===== src/rtl/nasti_pkg.sv =====
`default_nettype none
// ============================================================================
// Module   : nasti_pkg
// Purpose  : Shared NASTI definitions: response codes and the state encodings
//            of the error-slave write and read state machines.
// Ports    : none (package)
// Revision : 1.0 - initial release
// ============================================================================
package nasti_pkg;

  localparam logic [1:0] RESP_OKAY   = 2'b00;
  localparam logic [1:0] RESP_EXOKAY = 2'b01;
  localparam logic [1:0] RESP_SLVERR = 2'b10;
  localparam logic [1:0] RESP_DECERR = 2'b11;

  typedef enum logic [1:0] {
    W_IDLE = 2'd0,
    W_DATA = 2'd1,
    W_RESP = 2'd2
  } wr_state_e;

  typedef enum logic [0:0] {
    R_IDLE = 1'b0,
    R_DATA = 1'b1
  } rd_state_e;

endpackage
`default_nettype wire


===== src/rtl/nasti_err_slave.sv =====
`default_nettype none
// ============================================================================
// Module   : nasti_err_slave
// Purpose  : Escape responder for undecoded NASTI transactions. Accepts every
//            AW/W/AR and answers with DECERR: one B per write burst and
//            len+1 R beats per read burst. Write and read sides are
//            independent, one outstanding transaction each.
// Ports    : clk, rst (async, active high)
//            AW: aw_valid/aw_ready/aw_id/aw_addr/aw_len
//            W : w_valid/w_ready/w_last
//            B : b_valid/b_ready/b_id/b_resp/b_user
//            AR: ar_valid/ar_ready/ar_id/ar_addr/ar_len
//            R : r_valid/r_ready/r_id/r_data/r_resp/r_last/r_user
//            Optional (NASTI_ERR_SLAVE_CAPTURE_EN): err_addr, err_is_write,
//            err_cnt - last accepted address, its direction, and a
//            saturating count of accepted addresses.
// Revision : 1.0 - initial release
// ============================================================================
module nasti_err_slave
  import nasti_pkg::*;
#(
  parameter int         ID_WIDTH   = 1,
  parameter int         ADDR_WIDTH = 8,
  parameter int         DATA_WIDTH = 8,
  parameter int         USER_WIDTH = 1,
  parameter int         LITE_MODE  = 0,
  parameter logic [7:0] FILL_BYTE  = 8'h00
) (
  input  logic                  clk,
  input  logic                  rst,
  input  logic                  aw_valid,
  output logic                  aw_ready,
  input  logic [ID_WIDTH-1:0]   aw_id,
  input  logic [ADDR_WIDTH-1:0] aw_addr,
  input  logic [7:0]            aw_len,
  input  logic                  w_valid,
  output logic                  w_ready,
  input  logic                  w_last,
  output logic                  b_valid,
  input  logic                  b_ready,
  output logic [ID_WIDTH-1:0]   b_id,
  output logic [1:0]            b_resp,
  output logic [USER_WIDTH-1:0] b_user,
  input  logic                  ar_valid,
  output logic                  ar_ready,
  input  logic [ID_WIDTH-1:0]   ar_id,
  input  logic [ADDR_WIDTH-1:0] ar_addr,
  input  logic [7:0]            ar_len,
  output logic                  r_valid,
  input  logic                  r_ready,
  output logic [ID_WIDTH-1:0]   r_id,
  output logic [DATA_WIDTH-1:0] r_data,
  output logic [1:0]            r_resp,
  output logic                  r_last,
  output logic [USER_WIDTH-1:0] r_user
`ifdef NASTI_ERR_SLAVE_CAPTURE_EN
  ,
  output logic [ADDR_WIDTH-1:0] err_addr,
  output logic                  err_is_write,
  output logic [15:0]           err_cnt
`endif
);

  wr_state_e           r_wr_state;
  rd_state_e           r_rd_state;
  logic [ID_WIDTH-1:0] r_bid;
  logic [ID_WIDTH-1:0] r_rid;
  logic [7:0]          r_cnt;

  logic w_aw_hs;
  logic w_ar_hs;
  logic w_burst_end;

  assign w_aw_hs     = aw_valid && (r_wr_state == W_IDLE);
  assign w_ar_hs     = ar_valid && (r_rd_state == R_IDLE);
  // In Lite mode every write is a single beat, so w_last is irrelevant.
  assign w_burst_end = w_valid && (w_last || (LITE_MODE != 0));

  // Write side: accept address, swallow data until the last beat, respond.
  always_ff @(posedge clk or posedge rst) begin
    if (rst) begin
      r_wr_state <= W_IDLE;
      r_bid      <= '0;
    end else begin
      case (r_wr_state)
        W_IDLE: begin
          if (aw_valid) begin
            r_bid      <= aw_id;
            r_wr_state <= W_DATA;
          end
        end
        W_DATA: begin
          if (w_burst_end) r_wr_state <= W_RESP;
        end
        W_RESP: begin
          if (b_ready) r_wr_state <= W_IDLE;
        end
        default: r_wr_state <= W_IDLE;
      endcase
    end
  end

  // Read side: counter is reloaded only from idle, so len=255 yields exactly
  // 256 beats without wrapping.
  always_ff @(posedge clk or posedge rst) begin
    if (rst) begin
      r_rd_state <= R_IDLE;
      r_rid      <= '0;
      r_cnt      <= 8'd0;
    end else begin
      case (r_rd_state)
        R_IDLE: begin
          if (ar_valid) begin
            r_rid      <= ar_id;
            r_cnt      <= (LITE_MODE != 0) ? 8'd0 : ar_len;
            r_rd_state <= R_DATA;
          end
        end
        R_DATA: begin
          if (r_ready) begin
            if (r_cnt == 8'd0) r_rd_state <= R_IDLE;
            else               r_cnt      <= r_cnt - 8'd1;
          end
        end
        default: r_rd_state <= R_IDLE;
      endcase
    end
  end

  // Handshake outputs depend on state registers only.
  assign aw_ready = (r_wr_state == W_IDLE);
  assign w_ready  = (r_wr_state == W_DATA);
  assign b_valid  = (r_wr_state == W_RESP);
  assign b_id     = r_bid;
  assign b_resp   = RESP_DECERR;
  assign b_user   = '0;

  assign ar_ready = (r_rd_state == R_IDLE);
  assign r_valid  = (r_rd_state == R_DATA);
  assign r_id     = r_rid;
  assign r_data   = {(DATA_WIDTH/8){FILL_BYTE}};
  assign r_resp   = RESP_DECERR;
  assign r_last   = (r_rd_state == R_DATA) && (r_cnt == 8'd0);
  assign r_user   = '0;

`ifdef NASTI_ERR_SLAVE_CAPTURE_EN
  logic [ADDR_WIDTH-1:0] r_err_addr;
  logic                  r_err_is_write;
  logic [15:0]           r_err_cnt;
  logic [16:0]           w_cnt_sum;

  // A same-cycle AW+AR adds two; the 17th bit flags saturation.
  assign w_cnt_sum = {1'b0, r_err_cnt} + {16'd0, w_aw_hs} + {16'd0, w_ar_hs};

  always_ff @(posedge clk or posedge rst) begin
    if (rst) begin
      r_err_addr     <= '0;
      r_err_is_write <= 1'b0;
      r_err_cnt      <= 16'd0;
    end else begin
      // AR wins a same-cycle tie.
      if (w_ar_hs) begin
        r_err_addr     <= ar_addr;
        r_err_is_write <= 1'b0;
      end else if (w_aw_hs) begin
        r_err_addr     <= aw_addr;
        r_err_is_write <= 1'b1;
      end
      r_err_cnt <= w_cnt_sum[16] ? 16'hFFFF : w_cnt_sum[15:0];
    end
  end

  assign err_addr     = r_err_addr;
  assign err_is_write = r_err_is_write;
  assign err_cnt      = r_err_cnt;

  logic w_unused_ok;
  assign w_unused_ok = ^{aw_len};
`else
  logic w_unused_ok;
  assign w_unused_ok = ^{aw_len, aw_addr, ar_addr, w_aw_hs, w_ar_hs};
`endif

endmodule
`default_nettype wire


===== config.mk =====
export PLATFORM = sky130hd
export DESIGN_NAME = nasti_err_slave
export DESIGN_NICKNAME = d
export VERILOG_FILES = /design/src/rtl/nasti_pkg.sv /design/src/rtl/nasti_err_slave.sv
export SDC_FILE = /design/constraint.sdc
export NUM_CORES = 1
export LEC_CHECK = 0
export CELL_PAD_IN_SITES_DETAIL_PLACEMENT = 1
export CELL_PAD_IN_SITES_GLOBAL_PLACEMENT = 1
export CORE_ASPECT_RATIO = 1.2
export CORE_MARGIN = 3
export CORE_UTILIZATION = 24
export CTS_CLUSTER_DIAMETER = 60
export DETAILED_ROUTE_END_ITERATION = 6
export GPL_TIMING_DRIVEN = 0
export PLACE_DENSITY = 0.83
export SKIP_CTS_REPAIR_TIMING = 1
export SYNTH_ARGS = -nofsm -noshare
export SYNTH_HDL_FRONTEND = slang
export SYNTH_SLANG_ARGS = --single-unit

===== constraint.sdc =====
create_clock -name clk -period 3 [get_ports clk]
set_clock_uncertainty 0.05 [all_clocks]
set_input_delay 0.75 -clock clk [delete_from_list [all_inputs] [get_ports clk]]
set_output_delay 0.75 -clock clk [all_outputs]
set_load 0.05 [all_outputs]

# Word-level counts from Yosys, hierarchy flattened
# Index checks and enable logic that the tools add are counted.
# classes
n_addsub	1
multipliers	0
n_div	0
n_lt_le_gt_ge	0
n_eq_ne	8
shift	0
mux	12
n_bitwise	1
reduce_logical	8
# op_table
cell	count
$mux 8	3
$pmux 8 s2	1
$logic_not 8->1	1
$ne 2x2->1 const B	4
$sub 8x1->8 const B	1
$mux 2	3
$pmux 2 s3	1
$reduce_and 3->1	2
$ne 2x1->1 const B	2
$reduce_and 2->1	2
$mux 1	3
$eq 2x1->1 const B	1
$eq 2x2->1 const B	1
$logic_and 1x1->1	2
$logic_not 2->1	1
$pmux 1 s2	1
$not 1->1	1
# word_totals
reg_bits	13
latch_bits	0
ramBits	0
rom_bits	0
n_memories	0

# Depth between registers and ports, before layout
# Gate-level depths: netlist of the first run.
# logic_depth
depth_word	4
mapped_depth	6
ltp_nobuf	6

# Least setup slack after synthesis of the first run
# No wires, ideal clock.
# synth_path
kind	flip-flop to output port
startpoint	register r_rd_state (netlist: r_valid)
endpoint	output r_last
t_arrival_ns	2.087
required_time_ns	2.200
path_slack_ns	0.113
path_stages_with_launch	3
path_buffers	0
path_cell_list	dfrtp_1 > inv_2 > nor4_2
# synth_via
elab_chain_len	1
# synth_rtl
item	line_no	source
start, declared	nasti_err_slave.sv:65	rd_state_e r_rd_state;
start signal, assigned	nasti_err_slave.sv:107	r_rd_state <= R_IDLE;
start signal, assigned	nasti_err_slave.sv:116	r_rd_state <= R_DATA;
start signal, assigned	nasti_err_slave.sv:121	if (r_cnt == 8'd0) r_rd_state <= R_IDLE;
$logic_and 1x1->1	nasti_err_slave.sv:143	assign r_last = (r_rd_state == R_DATA) && (r_cnt == 8'd0);
end, declared	nasti_err_slave.sv:54	output logic r_last,
# Every way passes these cells.

# Final worst setup path of the first run
# layout_path
startpoint	register r_cnt[3]
endpoint	output r_last
# layout_via
elab_chain_len	2
# layout_rtl
item	line_no	source
start, declared	nasti_err_slave.sv:68	logic [7:0] r_cnt;
start signal, assigned	nasti_err_slave.sv:115	r_cnt <= (LITE_MODE != 0) ? 8'd0 : ar_len;
start signal, assigned	nasti_err_slave.sv:122	else r_cnt <= r_cnt - 8'd1;
$logic_not 8->1	nasti_err_slave.sv:143	
$logic_and 1x1->1	nasti_err_slave.sv:143	
# Every way passes these cells.

==> results of run 1 <==
[layout by cell type (no fill, tap or decap), types with 3 or more instances in the layout]
cell,count
mux2i_1,3
clkbuf_8,3
nor2_1,8
a21oi_1,3
inv_1,4
buf_4,14
o21ai_1,4
conb_1,14
dfrtp_1,13
o211ai_1,3
nor2b_1,3
clkdlybuf4s50_1,24
nand2_1,8
[synth_stat cells (2+ instances only)]
library cell and n:
buf_4 14, dfrtp_1 13, nand2_1 8, nor2_1 8
inv_1 4, o21ai_1 4, a21oi_1 3, mux2i_1 3
nor2b_1 3, o211ai_1 3, a211oi_1 2, conb_1 2
ha_1 2, nand2b_1 2, nand3_1 2, o311ai_0 2
or3_1 2, or4_4 2
[power by group]
| part | internal [mW] | switching [mW] |
|---|---|---|
| combinational | 0.199 | 0.292 |
| sequential | 0.251 | 0.0767 |
| clock | 0.0940 | 0.0647 |
| total | 0.545 | 0.433 |
[flip-flops by register name, summed over array words and instances, names as in the netlist]
register    cells
r_id            1
r_valid         1
r_cnt           8
b_id            1
r_wr_state      2
[final cells by class]
type / instances / share of cell area
flip-flops and latches: 13 / 0.263
multi-input cells: 72 / 0.355
repair buffers: 25 / 0.204
clock buffers: 4 / 0.0364
well taps: 37 / 0.0374
plain buffers: 15 / 0.0881
inverters: 5 / 0.0152
[worst max-delay path by stage]
stage / end / cells past startpoint / slack [ps]
global route: r_last / 3 / 60
CTS: r_last / 3 / -300
detailed placement: r_last / 3 / -5
global placement: r_last / 3 / -8
floorplan: r_last / 2 / 110
finish: r_last / 3 / 110
[routing by layer]
metal	part of all wire	wire (µm)	up-vias
met4	0.015	33	0
met2	0.51	1140	34
met3	0.083	184	5
li1	-	-	382
met1	0.39	869	361
met5	0	0	-
[per-stage QoR]
step                      setup WS (ps)  area (µm²)  setup TNS, ps   util  hold slack [ps]
after floorplan                     113         892              0      -              409
final                               112        1240              0  0.367              439
after detailed placement          -5.46        1190          -5.46  0.353              438
after CTS                          -297        1230           -297  0.366              449
after global routing               61.6        1240              0  0.367              471
after global placement            -7.59        1190          -7.59  0.353              411
[cells by family (layout without fill, tap and decap cells)]
family	count (synthesis)	count (layout)	share of synthesized area
buffers and inverters	20	49	0.151
AOI/OAI and AO/OA	19	19	0.160
muxes	4	4	0.0487
adders and majority gates	2	2	0.0295
other	2	14	0.00887
and+or+nand+nor	33	33	0.219
DFF	13	13	0.384
==> flow_summary.toml, run 1 <==
[worst_setup_path]
cp_top_family = "simple AND/OR/NAND/NOR gates"
max_stage_delay_ps = 590
crit_arrival_ps = 2090
critPathCaptureType = "primary output"
crit_chain = "or4_4 > nor4_2 > dlymetal6s2s_1"
critPathMaxFanout = 5
reg2reg_from = "r_cnt[3]$_DFFE_PP0P_"
r2r_cells = 4
crit_type = "reg -> out"
start_kind = "flop"
critPathBufInv = 1
required_ps = 2200
critPathSlowestCell = "or4_4"
rrSetupSlack_ps = 1060
worstSetupStartpoint = "r_cnt[3]$_DFFE_PP0P_"
r2r-end = "r_cnt[7]$_DFFE_PP0P_"

[finish]
layout.cells.non_filler = 171
fin_nets = 179
drive_above_1_share = 0.172
fillers = 407
multi_input_area_um2 = 439
area_growth_pct = 45.9
seq_area_um2 = 325
n_antenna_cell = 0

[global_route]
grtUsageMet1 = 0.124
grt_pass1_wl_um = 3800
use_met3 = 0.0255
antenna_found_initial = 0
grt_usage = 0.116
grt_max_degree = 14
grt_pass1_vias = 896
met2_usage = 0.212
globalRouteOverflowTotal = 0
grt_busiest_layer = "met2"

[clocking]
insertion_delay_ps = 250
cts_buffers = 3
cts_sinks = 13
cts.reportedPaths.clkPinSlew_ps = 60
h-tree-depth = 1
cts-root-buf = "clkbuf_8"
cts_tree = "done"
clk_path_buf_depth = 2

[synthesis]
synth_area_um2 = 847
avgSynthCellArea_um2 = 9.11
netlist_instances = 93
yosys_register_bits = 13
yosysTopAreaCellShare = 0.384
async_flop_share = 1.00
ys_types = 32
synth-seq-area-share = 0.384
yosysWarnings = 0
synthTopCellsByArea = "dfrtp_1 (38%), buf_4 (12%), mux2i_1 (3.5%)"
synth_flop_cell = "dfrtp_1"
post-synth-top-area-cell = "dfrtp_1"
synth_edf_count = 0

[power_and_ir_drop]
fin_total_pwr_mw = 0.978
power_density_nw_per_um2 = 791
irDropWorstVdd_v = 0.000382
power_leakage_nw = 0.567

[timing]
max_clock_freq_mhz = 346
setup_viol = 0
rsz0062_at_grt = "false"
finalCritPeriodShare = 0.963
worst_pin_slew_ps = 509
post-route-min-period_ps = 2890
finalMaxSlewViolations = 0
relSlewSlack = 0.660
hold_viol = 0

[die]
floorplan.initialDensity = 0.252
dieArea_um2 = 4280
die_h_um = 71.1
pin_count = 64
row_count = 23
coreArea_um2 = 3370
die_x_um = 60.2

[placement]
gp_congestion = 0.788
port_buffers = 25
hpwl_um = 1830
dp_cells = 167

[detailed_routing]
firstDrtPassIters = 2
vias = 782
wl_per_cell_um = 13.0
via_per_inst = 4.57
wl_um = 2230
first_iter_violations = 16
postRouteAntennaNets = 0
drc = 0

[run]
cap_violations = 0

[worst_hold_path]
worstHoldEndpoint = "b_id$_DFFE_PP0P_"
holdPathStages = 1
hold_start = "b_id$_DFFE_PP0P_"
hold_path.class = "reg -> reg"

[run_status]
status = "finished, final reports clean"
Note: power is estimated with default switching activity, not from simulation.
==> run 2, diff against run 1 <==
--- a/config.mk
+++ b/config.mk
@@ -13,7 +13,7 @@
 export CTS_CLUSTER_DIAMETER = 60
 export DETAILED_ROUTE_END_ITERATION = 6
 export GPL_TIMING_DRIVEN = 0
-export PLACE_DENSITY = 0.83
+export PLACE_DENSITY_LB_ADDON = 0.1
 export SKIP_CTS_REPAIR_TIMING = 1
 export SYNTH_ARGS = -nofsm -noshare
 export SYNTH_HDL_FRONTEND = slang
==> flow_summary.toml, run 2 (same netlist as run 1, synthesis figures left out) <==
[worst_setup_path]
crit_end = "r_last"
critPathSlowestCell = "or4_4"
max_stage_delay_ps = 580
critPathCaptureType = "primary output"
cp_top_family = "simple AND/OR/NAND/NOR gates"
crit_type = "reg -> out"
critPathBufInv = 1
rrSetupSlack_ps = 1060
critPathMaxFanout = 5
required_ps = 2200
path_depth = 3
start_kind = "flop"
crit_arrival_ps = 2110
r2r-end = "r_cnt[7]$_DFFE_PP0P_"
worstSetupStartpoint = "r_cnt[3]$_DFFE_PP0P_"
crit_chain = "or4_4 > nor4_2 > dlymetal6s2s_1"
r2r_cells = 4
reg2reg_from = "r_cnt[3]$_DFFE_PP0P_"

[die]
row_count = 23
coreArea_um2 = 3370
die_x_um = 60.2
dieArea_um2 = 4280
die_h_um = 71.1
pin_count = 64
floorplan.initialDensity = 0.252

[finish]
top_register = "r_cnt"
area_growth_pct = 45.9
fin_nets = 179
largestRegisters = "r_cnt: 8 flops, r_wr_state: 2 flops"
drive_above_1_share = 0.172
largest_reg_flops = 8
n_antenna_cell = 0
layout.cells.most_common_list = "clkdlybuf4s50_1 (24), buf_4 (14), conb_1 (14), dfrtp_1 (13)"
final_common_cell = "clkdlybuf4s50_1"

[timing]
relSlewSlack = 0.651
worst_pin_slew_ps = 523
finalMaxSlewViolations = 0
max_clock_freq_mhz = 344
tns_ps = 0
hold_viol = 0
rsz0062_at_grt = "false"
post-route-min-period_ps = 2910
setup_viol = 0
timing.final.ws_setup_ps = 93.8
finalCritPeriodShare = 0.969

[run_status]
status = "finished, final reports clean"

[power_and_ir_drop]
power_leakage_nw = 0.567
irDropWorstVdd_v = 0.000307
power_density_nw_per_um2 = 786

[detailed_routing]
drc = 0
via_per_inst = 4.35
met2WireLength_um = 1080
firstDrtPassIters = 4
first_iter_violations = 6
met3WireLength_um = 106
met1Wirelength_um = 908
wl_um = 2110
vias = 744
wl_per_cell_um = 12.4
routed.top_layer = "met4"
postRouteAntennaNets = 0

[clocking]
cts.reportedPaths.clkPinSlew_ps = 60
cts_buffers = 3
clk_path_buf_depth = 2
h-tree-depth = 1
insertion_delay_ps = 240
cts-root-buf = "clkbuf_8"
cts_tree = "done"
cts_sinks = 13

[global_route]
grt_pass1_vias = 798
grt_pass1_wl_um = 3670
grt_max_degree = 14
grt_usage = 0.112
antenna_found_initial = 0
globalRouteOverflowTotal = 0

[worst_hold_path]
hold_path.class = "reg -> reg"

[placement]
gp_congestion = 0.778
hpwl_um = 1710
dp_slack_ps = -60.7
port_buffers = 25

[run]
cap_violations = 0
-- run 2: cell counts in the layout (fill, tap and decap cells not counted) --
No cell type changed its count.
-- run 2: layout make-up --
| class | instances | area [µm²] |
|---|---|---|
| timing repair buffer | 25 | 253 |
| tap | 37 | 46.3 |
| fill | 429 | 2130 |
| multi-input combinational | 72 | 439 |
| sequential | 13 | 325 |
| buffer | 15 | 109 |
| inverter | 5 | 18.8 |
| clock buffer | 4 | 45.0 |
-- run 2: worst min-delay path by stage --
stage	startpoint	to	slack [ps]	depth (start not counted)
global placement	r_id$_DFFE_PP0P_	r_id$_DFFE_PP0P_	420	2
floorplan	r_wr_state[1]$_DFFE_PP0P_	r_wr_state[0]$_DFFE_PP0P_	410	1
finish	r_id$_DFFE_PP0P_	r_id$_DFFE_PP0P_	430	2
detailed placement	r_id$_DFFE_PP0P_	r_id$_DFFE_PP0P_	430	2
CTS	r_id$_DFFE_PP0P_	r_id$_DFFE_PP0P_	440	2
global route	b_id$_DFFE_PP0P_	b_id$_DFFE_PP0P_	450	1
-- run 2: worst register-to-register path, stage by stage (launching register included) --
cell,delay [ps]
dfrtp_1,410
or4_4,580
or4_4,460
o31a_1,260
nor3_2,100
-- run 2: through the flow --
| stage | cell area, µm² | cells | hold slack [ps] | power [mW] | utilization |
|---|---|---|---|---|---|
| floorplan | 892 | 105 | 409 | 0.673 | - |
| global placement | 1190 | 167 | 418 | 0.805 | 0.353 |
| detailed placement | 1190 | 167 | 431 | 0.817 | 0.353 |
| CTS | 1230 | 171 | 444 | 0.985 | 0.366 |
| global route | 1240 | 171 | 453 | 1.05 | 0.367 |
| finish | 1240 | 171 | 431 | 0.972 | 0.367 |
-- run 2: per-layer routing --
metal	vias to the layer above	track usage
li1	380	-
met1	345	0.136
met2	17	0.192
met3	2	0.0219
met4	0	0.0369
met5	-	0
-- run 2: power by group --
part           internal [mW]  leakage (nW)  total [mW]  switching (mW)
Clock                 0.0939        0.0228       0.163          0.0691
Combinational          0.198         0.392       0.484           0.285
Sequential             0.251         0.152       0.325          0.0738
